File: config.mk
export PLATFORM = sky130hd
export DESIGN_NAME = alignment_marker_inserter_flat
export DESIGN_NICKNAME = d
export VERILOG_FILES = /design/src/rtl/alignment_marker_inserter_if.sv /design/src/rtl/alignment_marker_inserter.sv /design/src/flat_wrapper.sv
export SDC_FILE = /design/constraint.sdc
export NUM_CORES = 1
export LEC_CHECK = 0
export CORE_AREA = 2 2 210 212
export CTS_CLUSTER_SIZE = 20
export DETAILED_ROUTE_END_ITERATION = 6
export DIE_AREA = 0 0 212 214
export HOLD_SLACK_MARGIN = 0.02
export PLACE_DENSITY = 0.52
export SKIP_CTS_REPAIR_TIMING = 1
export SYNTH_ARGS = -nofsm -noshare
export SYNTH_HDL_FRONTEND = slang
export SYNTH_SLANG_ARGS = --single-unit
File: constraint.sdc
create_clock -name clk -period 3.3 [get_ports clk]
set_clock_uncertainty 0.15 [all_clocks]
set_input_delay 0.495 -clock clk [delete_from_list [all_inputs] [get_ports clk]]
set_output_delay 0.495 -clock clk [all_outputs]
set_load 0.01 [all_outputs]
File: src/rtl/alignment_marker_inserter_if.sv
// Block stream between the per-lane scrambler, the alignment-marker inserter and the PMA gearbox.
// The master drives the *_i signals and the slave (the inserter) drives the *_o signals.
interface alignment_marker_inserter_if #(
  parameter int unsigned LANE_N = 4,
  parameter int unsigned HEAD_W = 2,
  parameter int unsigned DATA_W = 64
);
  logic                       valid_i;
  logic                       ready_o;
  logic [LANE_N*HEAD_W-1:0]   head_i;
  logic [LANE_N*DATA_W-1:0]   data_i;
  logic                       valid_o;
  logic                       marker_v_o;
  logic [LANE_N*HEAD_W-1:0]   head_o;
  logic [LANE_N*DATA_W-1:0]   data_o;

  modport master (
    output valid_i, head_i, data_i,
    input  ready_o, valid_o, marker_v_o, head_o, data_o
  );

  modport slave (
    input  valid_i, head_i, data_i,
    output ready_o, valid_o, marker_v_o, head_o, data_o
  );
endinterface

File: src/rtl/alignment_marker_inserter.sv
// Multi-lane 40G/100GBASE-R transmit alignment-marker inserter: one marker per lane every GAP_N blocks.
// Define ALIGN_MARKER_BIP_EN to build the per-lane BIP accumulators; otherwise BIP3=00, BIP7=FF.
module alignment_marker_inserter #(
  parameter int unsigned LANE_N = 4,
  parameter int unsigned HEAD_W = 2,
  parameter int unsigned DATA_W = 64,
  parameter int unsigned GAP_N  = 16383,
  parameter logic [LANE_N*48-1:0] MARKER_ENC = {48'hC2865D3D79A2, 48'h649A3A9B65C5,
                                                48'h193B0FE6C4F0, 48'hB8896F477690}
) (
  input  logic clk,
  input  logic nreset,
  alignment_marker_inserter_if.slave bus
);
  localparam int unsigned GAP_W = 20;

  logic [GAP_W-1:0]         gap_q, gap_d;
  logic                     valid_q, valid_d;
  logic                     marker_q, marker_d;
  logic [LANE_N*HEAD_W-1:0] head_q, head_d, mk_head;
  logic [LANE_N*DATA_W-1:0] data_q, data_d, mk_data;
  logic [LANE_N*8-1:0]      bip;
  logic                     marker_due;
  logic                     accept;

  assign marker_due  = (gap_q == GAP_W'(GAP_N));
  assign bus.ready_o = nreset & ~marker_due;
  assign accept      = bus.valid_i & bus.ready_o;

  // Marker bytes 0..7 = M0 M1 M2 BIP3 M4 M5 M6 BIP7, byte 0 in the LSBs.
  always_comb begin
    mk_head = '0;
    mk_data = '0;
    for (int unsigned l = 0; l < LANE_N; l++) begin
      mk_head[l*HEAD_W +: HEAD_W] = HEAD_W'(2'b01);
      mk_data[l*DATA_W +: DATA_W] = DATA_W'({~bip[l*8 +: 8], MARKER_ENC[l*48+24 +: 24],
                                              bip[l*8 +: 8], MARKER_ENC[l*48 +: 24]});
    end
  end

  always_comb begin
    gap_d    = gap_q;
    valid_d  = 1'b0;
    marker_d = 1'b0;
    head_d   = head_q;
    data_d   = data_q;
    if (marker_due) begin
      gap_d    = '0;
      valid_d  = 1'b1;
      marker_d = 1'b1;
      head_d   = mk_head;
      data_d   = mk_data;
    end else if (accept) begin
      gap_d   = gap_q + GAP_W'(1);
      valid_d = 1'b1;
      head_d  = bus.head_i;
      data_d  = bus.data_i;
    end
  end

  // Loading the counter with GAP_N on reset makes the first output a marker.
  always_ff @(posedge clk) begin
    if (!nreset) begin
      gap_q    <= GAP_W'(GAP_N);
      valid_q  <= 1'b0;
      marker_q <= 1'b0;
      head_q   <= '0;
      data_q   <= '0;
    end else begin
      gap_q    <= gap_d;
      valid_q  <= valid_d;
      marker_q <= marker_d;
      head_q   <= head_d;
      data_q   <= data_d;
    end
  end

`ifdef ALIGN_MARKER_BIP_EN
  logic [LANE_N*8-1:0] acc_q, acc_d;

  // Bit j = parity of data bits j, j+8, ..; sync header bits fold into bits 3 and 4.
  function automatic logic [7:0] bip_f(input logic [HEAD_W-1:0] h, input logic [DATA_W-1:0] d);
    logic [7:0] p;
    p = '0;
    for (int unsigned i = 0; i < DATA_W; i++) p[i[2:0]] = p[i[2:0]] ^ d[i];
    p[3] = p[3] ^ h[0];
    p[4] = p[4] ^ h[1];
    return p;
  endfunction

  always_comb begin
    acc_d = acc_q;
    for (int unsigned l = 0; l < LANE_N; l++) begin
      if (marker_due)
        acc_d[l*8 +: 8] = bip_f(mk_head[l*HEAD_W +: HEAD_W], mk_data[l*DATA_W +: DATA_W]);
      else if (accept)
        acc_d[l*8 +: 8] = acc_q[l*8 +: 8] ^
                          bip_f(bus.head_i[l*HEAD_W +: HEAD_W], bus.data_i[l*DATA_W +: DATA_W]);
    end
  end

  always_ff @(posedge clk) begin
    if (!nreset) acc_q <= '0;
    else         acc_q <= acc_d;
  end

  assign bip = acc_q;
`else
  assign bip = '0;
`endif

  assign bus.valid_o    = valid_q;
  assign bus.marker_v_o = marker_q;
  assign bus.head_o     = head_q;
  assign bus.data_o     = data_q;
endmodule

File: src/flat_wrapper.sv
// flat-port wrapper written by rule: the top's interface ports become plain ports
module alignment_marker_inserter_flat 
#(
  parameter int unsigned LANE_N = 4,
  parameter int unsigned HEAD_W = 2,
  parameter int unsigned DATA_W = 64,
  parameter int unsigned GAP_N  = 16383,
  parameter logic [LANE_N*48-1:0] MARKER_ENC = {48'hC2865D3D79A2, 48'h649A3A9B65C5,
                                                48'h193B0FE6C4F0, 48'hB8896F477690}
)
  (clk, nreset, bus_valid_i, bus_head_i, bus_data_i, bus_ready_o, bus_valid_o, bus_marker_v_o, bus_head_o, bus_data_o);
  alignment_marker_inserter_if #(.LANE_N(LANE_N), .HEAD_W(HEAD_W), .DATA_W(DATA_W)) bus_i ();
  input  logic clk;
  input  logic nreset;
  input wire logic [$bits(bus_i.valid_i)-1:0] bus_valid_i;
  input wire logic [$bits(bus_i.head_i)-1:0] bus_head_i;
  input wire logic [$bits(bus_i.data_i)-1:0] bus_data_i;
  output wire logic [$bits(bus_i.ready_o)-1:0] bus_ready_o;
  output wire logic [$bits(bus_i.valid_o)-1:0] bus_valid_o;
  output wire logic [$bits(bus_i.marker_v_o)-1:0] bus_marker_v_o;
  output wire logic [$bits(bus_i.head_o)-1:0] bus_head_o;
  output wire logic [$bits(bus_i.data_o)-1:0] bus_data_o;
  assign bus_i.valid_i = bus_valid_i;
  assign bus_i.head_i = bus_head_i;
  assign bus_i.data_i = bus_data_i;
  assign bus_ready_o = bus_i.ready_o;
  assign bus_valid_o = bus_i.valid_o;
  assign bus_marker_v_o = bus_i.marker_v_o;
  assign bus_head_o = bus_i.head_o;
  assign bus_data_o = bus_i.data_o;
  alignment_marker_inserter #(.LANE_N(LANE_N), .HEAD_W(HEAD_W), .DATA_W(DATA_W), .GAP_N(GAP_N), .MARKER_ENC(MARKER_ENC)) u_core (.clk(clk), .nreset(nreset), .bus(bus_i));
endmodule
* Word-level counts from Yosys, hierarchy flattened
Index checks and enable logic that the tools add are counted.
Widths: inputs -> output; s select.
** Word-level totals
- Output and inout port bits :: 267
- Register bits :: 286
** Operators by class
- Reduce and logical (&&, ||, !) cells :: 2
- Equal/unequal tests :: 1
- Multiplexer cells :: 9
- Add/sub/neg operators :: 1
- Bitwise logic cells :: 4
** Operators by type and width (number)
- $mux 256 :: 2
- $mux 14 :: 2
- $add 20x1->20 const B :: 1
- $eq 20x14->1 const B :: 1
- $mux 7 :: 2
- $mux 1 :: 3
- $and 1x1->1 :: 2
- $not 1->1 :: 2
- $reduce_bool 2->1 :: 1
- $reduce_or 2->1 :: 1

* Logic depth before layout (Yosys ltp)
Gate-level depths: netlist (run 1).
- Word-level depth :: 6
- Depth in mapped cells :: 8

* Least setup slack after synthesis (run 1)
Ideal clock, no wire load.
- Kind :: register to output
- Start point :: register u_core.gap_q[14]
- End point :: output bus_ready_o
- Path buffers :: 2
- Cell stages (with the launch flop) :: 7
- Arrival :: 2.069 ns
- Setup slack :: 0.586 ns
- Path through :: dfxtp_1 > or4_1 > or4_4 > o21ai_2 > buf_2 > buf_2 > inv_1
** Between the ends
- Word-level cells in the longest chain between the ends :: 3
** RTL lines
- from (decl) :: RTL line alignment_marker_inserter.sv:17 : logic [GAP_W-1:0] gap_q, gap_d;
- from (signal assigned) :: RTL line alignment_marker_inserter.sv:64 : gap_q <= GAP_W'(GAP_N);
- from (signal assigned) :: RTL line alignment_marker_inserter.sv:70 : gap_q <= gap_d;
- $eq 20x14->1 :: RTL line alignment_marker_inserter.sv:26 : assign marker_due = (gap_q == GAP_W'(GAP_N));
- $not 1->1 :: RTL line alignment_marker_inserter.sv:27 : assign bus.ready_o = nreset & ~marker_due;
- $and 1x1->1 :: RTL line alignment_marker_inserter.sv:27
- to (decl) :: RTL line flat_wrapper.sv:18 : output wire logic [$bits(bus_i.ready_o)-1:0] bus_ready_o;
Every way passes these cells.

* Worst setup path after layout (run 1)
Ends and elaborated chain as after synthesis.

==> reports/summary.txt, run 1 <==
=====================================================================================
Post-Synthesis Net Count                                                         1262
Leakage dissipation                                                           7.32 nW
Sequential fraction of the synthesis area                                       53.7%
Total count of hold-check failures in the final report                              0
Count of cells along the worst hold path                                            3
Final Core Density                                                              41.7%
Fraction of final layout cells sized beyond drive strength 1                    8.76%
Fill cell instance count of the final layout                                     4125
Post-synthesis instance area                                                10700 um2
Final number of setup-violating endpoints                                           0
Period utilization                                                              92.5%
Top fanout value on the critical path                                               4
Delay of the slowest cell on the worst path                                   0.56 ns
Total of warnings raised by yosys                                                   0
Synth-to-Final Area Change                                                      67.7%
Number of flops mapped to enable cells by yosys                                     0
Final HPWL from detailed placement                                           24200 um
First-pass GRT wire length                                                   52700 um
Number of clock buffers inserted by TritonCTS                                      37
Minimum setup slack among reg-to-reg paths                                    0.66 ns
Total detailed-routing wirelength                                            35200 um
Area of the die                                                             45400 um2
Routed vias                                                                      8929
Sequential cell area                                                         5730 um2
Prevailing post-synth register cell                                      sky130_fd_sc_hd__dfxtp_1
Post-synth ARST share                                                              0%
Total number of clock tree sinks                                                  286
Synth Area in Compound Gates                                                    9.22%
DIE WIDTH                                                                      212 um
Pin count of the biggest net entering global routing                              135
Congestion Overflow GR                                                              0
Worst setup path class                                                   flip-flop to primary output
Antenna violations before repair                                                    2
Number of instances in the synthesized netlist                                    994
Total of max-cap violations                                                         0
Antenna-violating nets left                                                         0
Tightest Pin Transition                                                      0.881 ns
Via density                                                                      4.22
Clock Pin Slew Worst Setup and Hold Paths                                     0.06 ns
Critical path data required time                                              2.65 ns
Number of ports placed on the die boundary                                        534
Post-route total power                                                        12.5 mW
Vertical die dimension                                                         214 um
Data arrival at the endpoint of the critical path                             2.41 ns
Worst-case clock buffer depth                                                       3
Pre-CTS setup slack                                                          0.465 ns
WL/cell                                                                       16.6 um
Setup repair after global routing missed its margin                                no
Unique masters post-synth                                                          34
Minimum period implied by the final worst setup slack                         3.05 ns
Endpoint of the lowest-slack register-to-register path                   u_core.bus.data_o[144]
Initial cell density of the core                                                24.9%
Routability congestion estimate                                                 0.743
Setup WS post-layout                                                         0.247 ns
Layer carrying the most global-route usage                                       met2
Max H-tree Level                                                                    2
Clock tree from TritonCTS                                                        done
Worst skew pair latency                                                       0.53 ns
Core outline area                                                           42900 um2
Total number of placement rows                                                     76
Crit. End Element                                                        primary output
Crit Reg-Reg Startpoint                                                  u_core.gap_q[14]
Setup TNS                                                                        0 ns
Total global routing track utilization                                          14.8%
Initial detailed-routing violation count                                          332
Endpoint of the worst hold path                                          u_core.bus.data_o[12]
Startpoint of the lowest-slack hold path                                  bus_valid_i
Detailed-router iteration count before antenna repair                               4
Met2 routing resource usage after global routing                                25.4%
Adder-cell area share of the yosys netlist                                     0.117%
HP Class                                                                 input pin to flip-flop
Dominant combinational cell family by area after synthesis               multiplexers
Worst voltage drop across the vdd grid                                       0.414 mV
Highest attainable clock frequency                                          0.328 GHz
Final net count                                                                  1769
Area of the multi-input gates                                                4580 um2
Count of input and output buffers                                                 533
Share of cell area taken by muxes after synthesis                               25.1%
Xor and xnor area share after synthesis                                        0.903%
Post-synthesis area per instance                                             10.7 um2
CP startpoint kind                                                          flip-flop
Slew Viols, Final                                                                   0
Clock tree root driver cell                                              sky130_fd_sc_hd__clkbuf_16
Total power density per cell area                                          700 nW/um2
Result of the run                                                        finished clean
Slowest library cell on the worst path                                   sky130_fd_sc_hd__or4_4
Global-route met1 utilization                                                   16.7%
Register-to-Register Path Depth                                                     5
Number of global-route vias before repair                                        8942
GR met3 Demand/Resource                                                         5.86%
Yosys reg bits                                                                    286
DRC                                                                                 0
Cell breakdown of the critical path                                      or4_1 -> or4_4 -> o21ai_4 -> inv_1 -> dlymetal6s2s_1
Post-synthesis share of cell area spent on and, or, nand and nor gates          7.45%
Max_slew headroom                                                               41.3%
=====================================================================================
[worst max-delay path: cells and delay by family (launching register included)]
family,cells,cell delay [ns]
buf+inv,2,0.26
simple gates,2,1.08
flops,1,0.34
compound gates,1,0.19
[flip-flops by register name, indices dropped and copies added (netlist names)]
register / count
u_core.bus.marker_v_o: 1
u_core.gap_q: 20
u_core.bus.data_o: 256
u_core.bus.valid_o: 1
u_core.bus.head_o: 8
[Yosys cell counts, drive strengths merged (2+ instances only)]
library cell	instances	share of area, %
or2	2	0.12
nor3	6	0.28
inv	6	0.21
o21ai	12	0.60
a211oi	2	0.14
nor4	6	0.35
nor2	142	5.0
or4	2	0.18
nand2	9	0.32
a21oi	135	8.1
and3	3	0.18
xor2	2	0.16
xnor2	9	0.74
nand4	8	0.47
dfxtp	286	54
nand3	8	0.38
clkbuf	64	2.3
buf	15	1.0
mux2i	268	25
[metrics by stage]
step | instances | hold slack, ns | area, um2
2_1_floorplan | 994 | 0.312 | 10700
3_3_place_gp | 2047 | 0.321 | 16600
3_5_place_dp | 2047 | 0.332 | 16600
4_1_cts | 2115 | 0.273 | 17900
5_1_grt | 2117 | 0.297 | 17900
6_report | 2117 | 0.309 | 17900
[layout make-up]
type | count | area share (%)
antenna | 2 | 0.0280
tap | 585 | 4.09
sequential | 286 | 32.0
inverter | 6 | 0.140
multi-input combinational | 623 | 25.6
clock inverter | 16 | 0.965
clock buffer | 52 | 6.23
timing repair buffer | 547 | 30.9
[worst max path at each step]
stage	startpoint	end	cells past startpoint
floorplan	u_core.gap_q[14]	bus_ready_o	6
global placement	u_core.gap_q[19]	bus_ready_o	5
detailed placement	u_core.gap_q[14]	bus_ready_o	5
CTS	u_core.gap_q[14]	bus_ready_o	5
global route	u_core.gap_q[14]	bus_ready_o	5
finish	u_core.gap_q[14]	bus_ready_o	5
[cell families (layout without fill, tap and decap cells)]
kind of cell,Yosys count,after routing
fa+ha+maj,1,1
flops,286,286
xor+xnor,11,11
compound gates,154,154
other cells,0,2
mux,268,268
simple gates,189,189
buf+inv,85,621
[per-layer routing]
| metal | wire [um] | part of all wire, % | vias up |
|---|---|---|---|
| li1 | - | - | 4471 |
| met1 | 14200 | 40 | 4086 |
| met2 | 16800 | 48 | 321 |
| met3 | 3240 | 9.2 | 51 |
| met4 | 878 | 2.5 | 0 |
| met5 | 0 | 0 | - |
[cell usage in the layout, fill, tap and decap left out, drive strengths merged, types with 2 or more instances in the layout]
| master | instances |
|---|---|
| clkdlybuf4s50 | 531 |
| dfxtp | 286 |
| mux2i | 268 |
| nor2 | 142 |
| a21oi | 135 |
| clkbuf | 52 |
| buf | 15 |
| o21ai | 12 |
| clkinv | 11 |
| nand2 | 9 |
| xnor2 | 9 |
| nand3 | 8 |
| nand4 | 8 |
| inv | 7 |
| nor4 | 6 |
| nor3 | 6 |
| and3 | 3 |
| bufinv | 3 |
| diode | 2 |
| a211oi | 2 |
| xor2 | 2 |
| or2 | 2 |
| or4 | 2 |
[power breakdown]
part	internal, mW	switching (mW)
clock	2.60	1.59
combinational	1.99	1.80
sequential	4.16	0.393
Power figures use the tool's default switching activity.
==> inputs of run 2 (changes only) <==
--- a/config.mk
+++ b/config.mk
@@ -12,6 +12,8 @@
 export HOLD_SLACK_MARGIN = 0.02
 export PLACE_DENSITY = 0.52
 export SKIP_CTS_REPAIR_TIMING = 1
+export SKIP_LAST_GASP = 1
+export SLEW_MARGIN = 20
 export SYNTH_ARGS = -nofsm -noshare
 export SYNTH_HDL_FRONTEND = slang
 export SYNTH_SLANG_ARGS = --single-unit
==> results of run 2 <==
No change in the layout: final DEF, timing and power equal those of run 1.
==> inputs of run 3 (changes only) <==
--- a/config.mk
+++ b/config.mk
@@ -5,15 +5,14 @@
 export SDC_FILE = /design/constraint.sdc
 export NUM_CORES = 1
 export LEC_CHECK = 0
-export CORE_AREA = 2 2 210 212
+export CORE_AREA = 2 2 209 211
 export CTS_CLUSTER_SIZE = 20
 export DETAILED_ROUTE_END_ITERATION = 6
-export DIE_AREA = 0 0 212 214
+export DIE_AREA = 0 0 211 213
 export HOLD_SLACK_MARGIN = 0.02
-export PLACE_DENSITY = 0.52
+export PLACE_DENSITY = 0.54
 export SKIP_CTS_REPAIR_TIMING = 1
 export SKIP_LAST_GASP = 1
-export SLEW_MARGIN = 20
 export SYNTH_ARGS = -nofsm -noshare
 export SYNTH_HDL_FRONTEND = slang
 export SYNTH_SLANG_ARGS = --single-unit
==> constraint.sdc (replaced) <==
create_clock -name clk -period 2.8 [get_ports clk]
set_clock_uncertainty 0.15 [all_clocks]
set_input_delay 0.42 -clock clk [delete_from_list [all_inputs] [get_ports clk]]
set_output_delay 0.42 -clock clk [all_outputs]
set_load 0.01 [all_outputs]
==> run 3 against run 2 <==
Compared with the run above:
- the flow now finishes with violations (setup timing)
- final cell count fell by 1.7%
- via count grew 1.1%
- non-clock buffer count is 10 higher
- combinational power up 19%
- die area is 0.94% lower
- power increased by 16%
- final area is essentially flat
- critical endpoint unchanged
==> reports/summary.txt, run 3 (same netlist as run 1, synthesis figures left out) <==
===========================================================================
Max FFs per register                                                    256   unchanged
Number of ports placed on the die boundary                              534   unchanged
Delay of the slowest cell on the worst path                         0.58 ns   was 0.56 ns
Fraction of final layout cells sized beyond drive strength 1          9.13%   was 8.76%
Number of clock buffers inserted by TritonCTS                            36   was 37
Total count of hold-check failures in the final report                    0   unchanged
Slowest library cell on the worst path                         sky130_fd_sc_hd__or4_4   unchanged
Final instance count without filler cells                              2080   was 2117
Result of the run                                              complete, but fails checks   was finished clean
Vertical die dimension                                               213 um   was 214 um
Crit. End Element                                              primary output   unchanged
CP startpoint kind                                                flip-flop   unchanged
Area of the multi-input gates                                      4580 um2   unchanged
Highest attainable clock frequency                                0.343 GHz
Setup repair after global routing missed its margin                     yes   was no
Setup WS post-layout                                              -0.115 ns   was 0.247 ns
WL/cell                                                             16.7 um   was 16.6 um
Total global routing track utilization                                14.7%   was 14.8%
Critical path buffers and inverters                                       2   unchanged
Cell breakdown of the critical path                            or4_1 -> or4_4 -> o21ai_4 -> inv_1 -> clkbuf_2   was or4_1 -> or4_4 -> o21ai_4 -> inv_1 -> dlymetal6s2s_1
Layer carrying the most global-route usage                             met2   unchanged
Tightest Pin Transition                                            0.699 ns   was 0.881 ns
Worst-case clock buffer depth                                             3   unchanged
Total number of placement rows                                           76   unchanged
# placed instances                                                     2018   was 2047
Final net count                                                        1778   was 1769
Top fanout value on the critical path                                     3   was 4
Via density                                                            4.34   was 4.22
Worst voltage drop across the vdd grid                             0.430 mV   was 0.414 mV
Routed vias                                                            9028   was 8929
Critical path data required time                                    2.23 ns   was 2.65 ns
CP delay by family, top                                        simple AND/OR/NAND/NOR gates   unchanged
Violated checks                                                setup timing
Most common cell after layout, fill and taps aside             sky130_fd_sc_hd__clkdlybuf4s50_1   unchanged
GR met3 Demand/Resource                                               5.60%   was 5.86%
Number of global-route vias before repair                              9112   was 8942
Initial detailed-routing violation count                                268   was 332
Final number of setup-violating endpoints                                 1   was 0
Synth-to-Final Area Change                                            67.5%   was 67.7%
Register-to-Register Path Depth                                           6   was 5
Total of max-cap violations                                               0   unchanged
Initial cell density of the core                                      25.0%   was 24.9%
Worst skew pair latency                                             0.54 ns   was 0.53 ns
DRC                                                                       0   unchanged
Minimum setup slack among reg-to-reg paths                          0.23 ns   was 0.66 ns
Count of input and output buffers                                       533   unchanged
Count of cells along the worst hold path                                  3   unchanged
Met2 routing resource usage after global routing                      25.9%   was 25.4%
Clock tree root driver cell                                    sky130_fd_sc_hd__clkbuf_16   unchanged
Congestion Overflow GR                                                    0   unchanged
Leakage dissipation                                                 7.33 nW   was 7.32 nW
Final HPWL from detailed placement                                 24500 um   was 24200 um
Worst path depth                                                          5   unchanged
Sequential cell area                                               5730 um2   unchanged
Detailed-router iteration count before antenna repair                     4   unchanged
Area of the die                                                   44900 um2   was 45400 um2
Final Core Density                                                    41.9%   was 41.7%
Period utilization                                                     104%
Most used cells in the layout excluding fill and tap cells     sky130_fd_sc_hd__clkdlybuf4s50_1 (531), sky130_fd_sc_hd__dfxtp_1 (286), sky130_fd_sc_hd__mux2i_1 (268)   unchanged
HP Class                                                       input pin to flip-flop   unchanged
Slew Viols, Final                                                         0   unchanged
Fill cell instance count of the final layout                           4132   was 4125
Worst setup path class                                         flip-flop to primary output   unchanged
Clock tree from TritonCTS                                              done   unchanged
Minimum period implied by the final worst setup slack               2.91 ns
Pin count of the biggest net entering global routing                     97   was 135
Clock Pin Slew Worst Setup and Hold Paths                           0.06 ns   about the same
First-pass GRT wire length                                         51700 um   was 52700 um
Antenna violations before repair                                          1   was 2
Data arrival at the endpoint of the critical path                   2.34 ns   was 2.41 ns
Total detailed-routing wirelength                                  34800 um   was 35200 um
Max_slew headroom                                                     53.4%   was 41.3%
Antenna-violating nets left                                               0   unchanged
DIE WIDTH                                                            211 um   was 212 um
Core outline area                                                 42700 um2   was 42900 um2
Max H-tree Level                                                          2   unchanged
Total power density per cell area                                816 nW/um2   was 700 nW/um2
Total number of clock tree sinks                                        286   unchanged
Routability congestion estimate                                       0.761   was 0.743
Global-route met1 utilization                                         16.0%   was 16.7%
===========================================================================
## run 3: cell count changes in the layout (fill, tap and decap cells not counted), sizes merged
cell,delta
buf,+10
clkbuf,-4
clkinv,-5
clkinvlp,+2
diode,-1
dlymetal6s2s,-1
inv,+1
## run 3: layout make-up
cell class	instances	area share, %
antenna	1	0.0140
clock buffer	47	5.84
clock inverter	14	0.896
inverter	6	0.140
multi-input combinational	623	25.6
sequential	286	32.0
tap	546	3.82
timing repair buffer	557	31.6
## run 3: final timing paths
check	startpoint	to
setup reg to reg	u_core.gap_q[19]	u_core.gap_q[15]
setup / recovery	u_core.gap_q[19]	bus_ready_o
hold reg to reg	u_core.bus.data_o[183]	u_core.bus.data_o[183]
hold / removal	bus_valid_i	u_core.bus.valid_o
## run 3: tightest hold or removal path, delay by kind of cell
family	cells	cell delay (ns)
buffers and inverters	2	0.24
AOI/OAI and AO/OA	1	0.06
## run 3: stage by stage
stage | total power, mW | TNS, ns | setup WS [ns] | hold slack (ns) | cell area, um2
6_report | 14.6 | -0.115 | -0.115 | 0.105 | 17900
4_1_cts | 14.9 | -0.499 | -0.499 | 0.0522 | 17900
3_3_place_gp | 9.99 | 0 | 0.0861 | 0.321 | 16700
2_1_floorplan | 7.58 | 0 | 0.161 | 0.312 | 10700
5_1_grt | 15.4 | -0.196 | -0.196 | 0.105 | 17900
3_5_place_dp | 10.0 | 0 | 0.105 | 0.330 | 16700
## run 3: report_power, final
group / internal, mW / total (mW) / switching, mW / leakage [nW]
combinational: 2.39 / 4.52 / 2.13 / 4.38
sequential: 4.90 / 5.36 / 0.464 / 2.36
clock: 2.89 / 4.69 / 1.80 / 0.591
## run 3: layer usage
layer	wire (um)	part of all wire, %
met4	886	2.5
met3	3080	8.9
met1	13400	39
met5	0	0
met2	17400	50
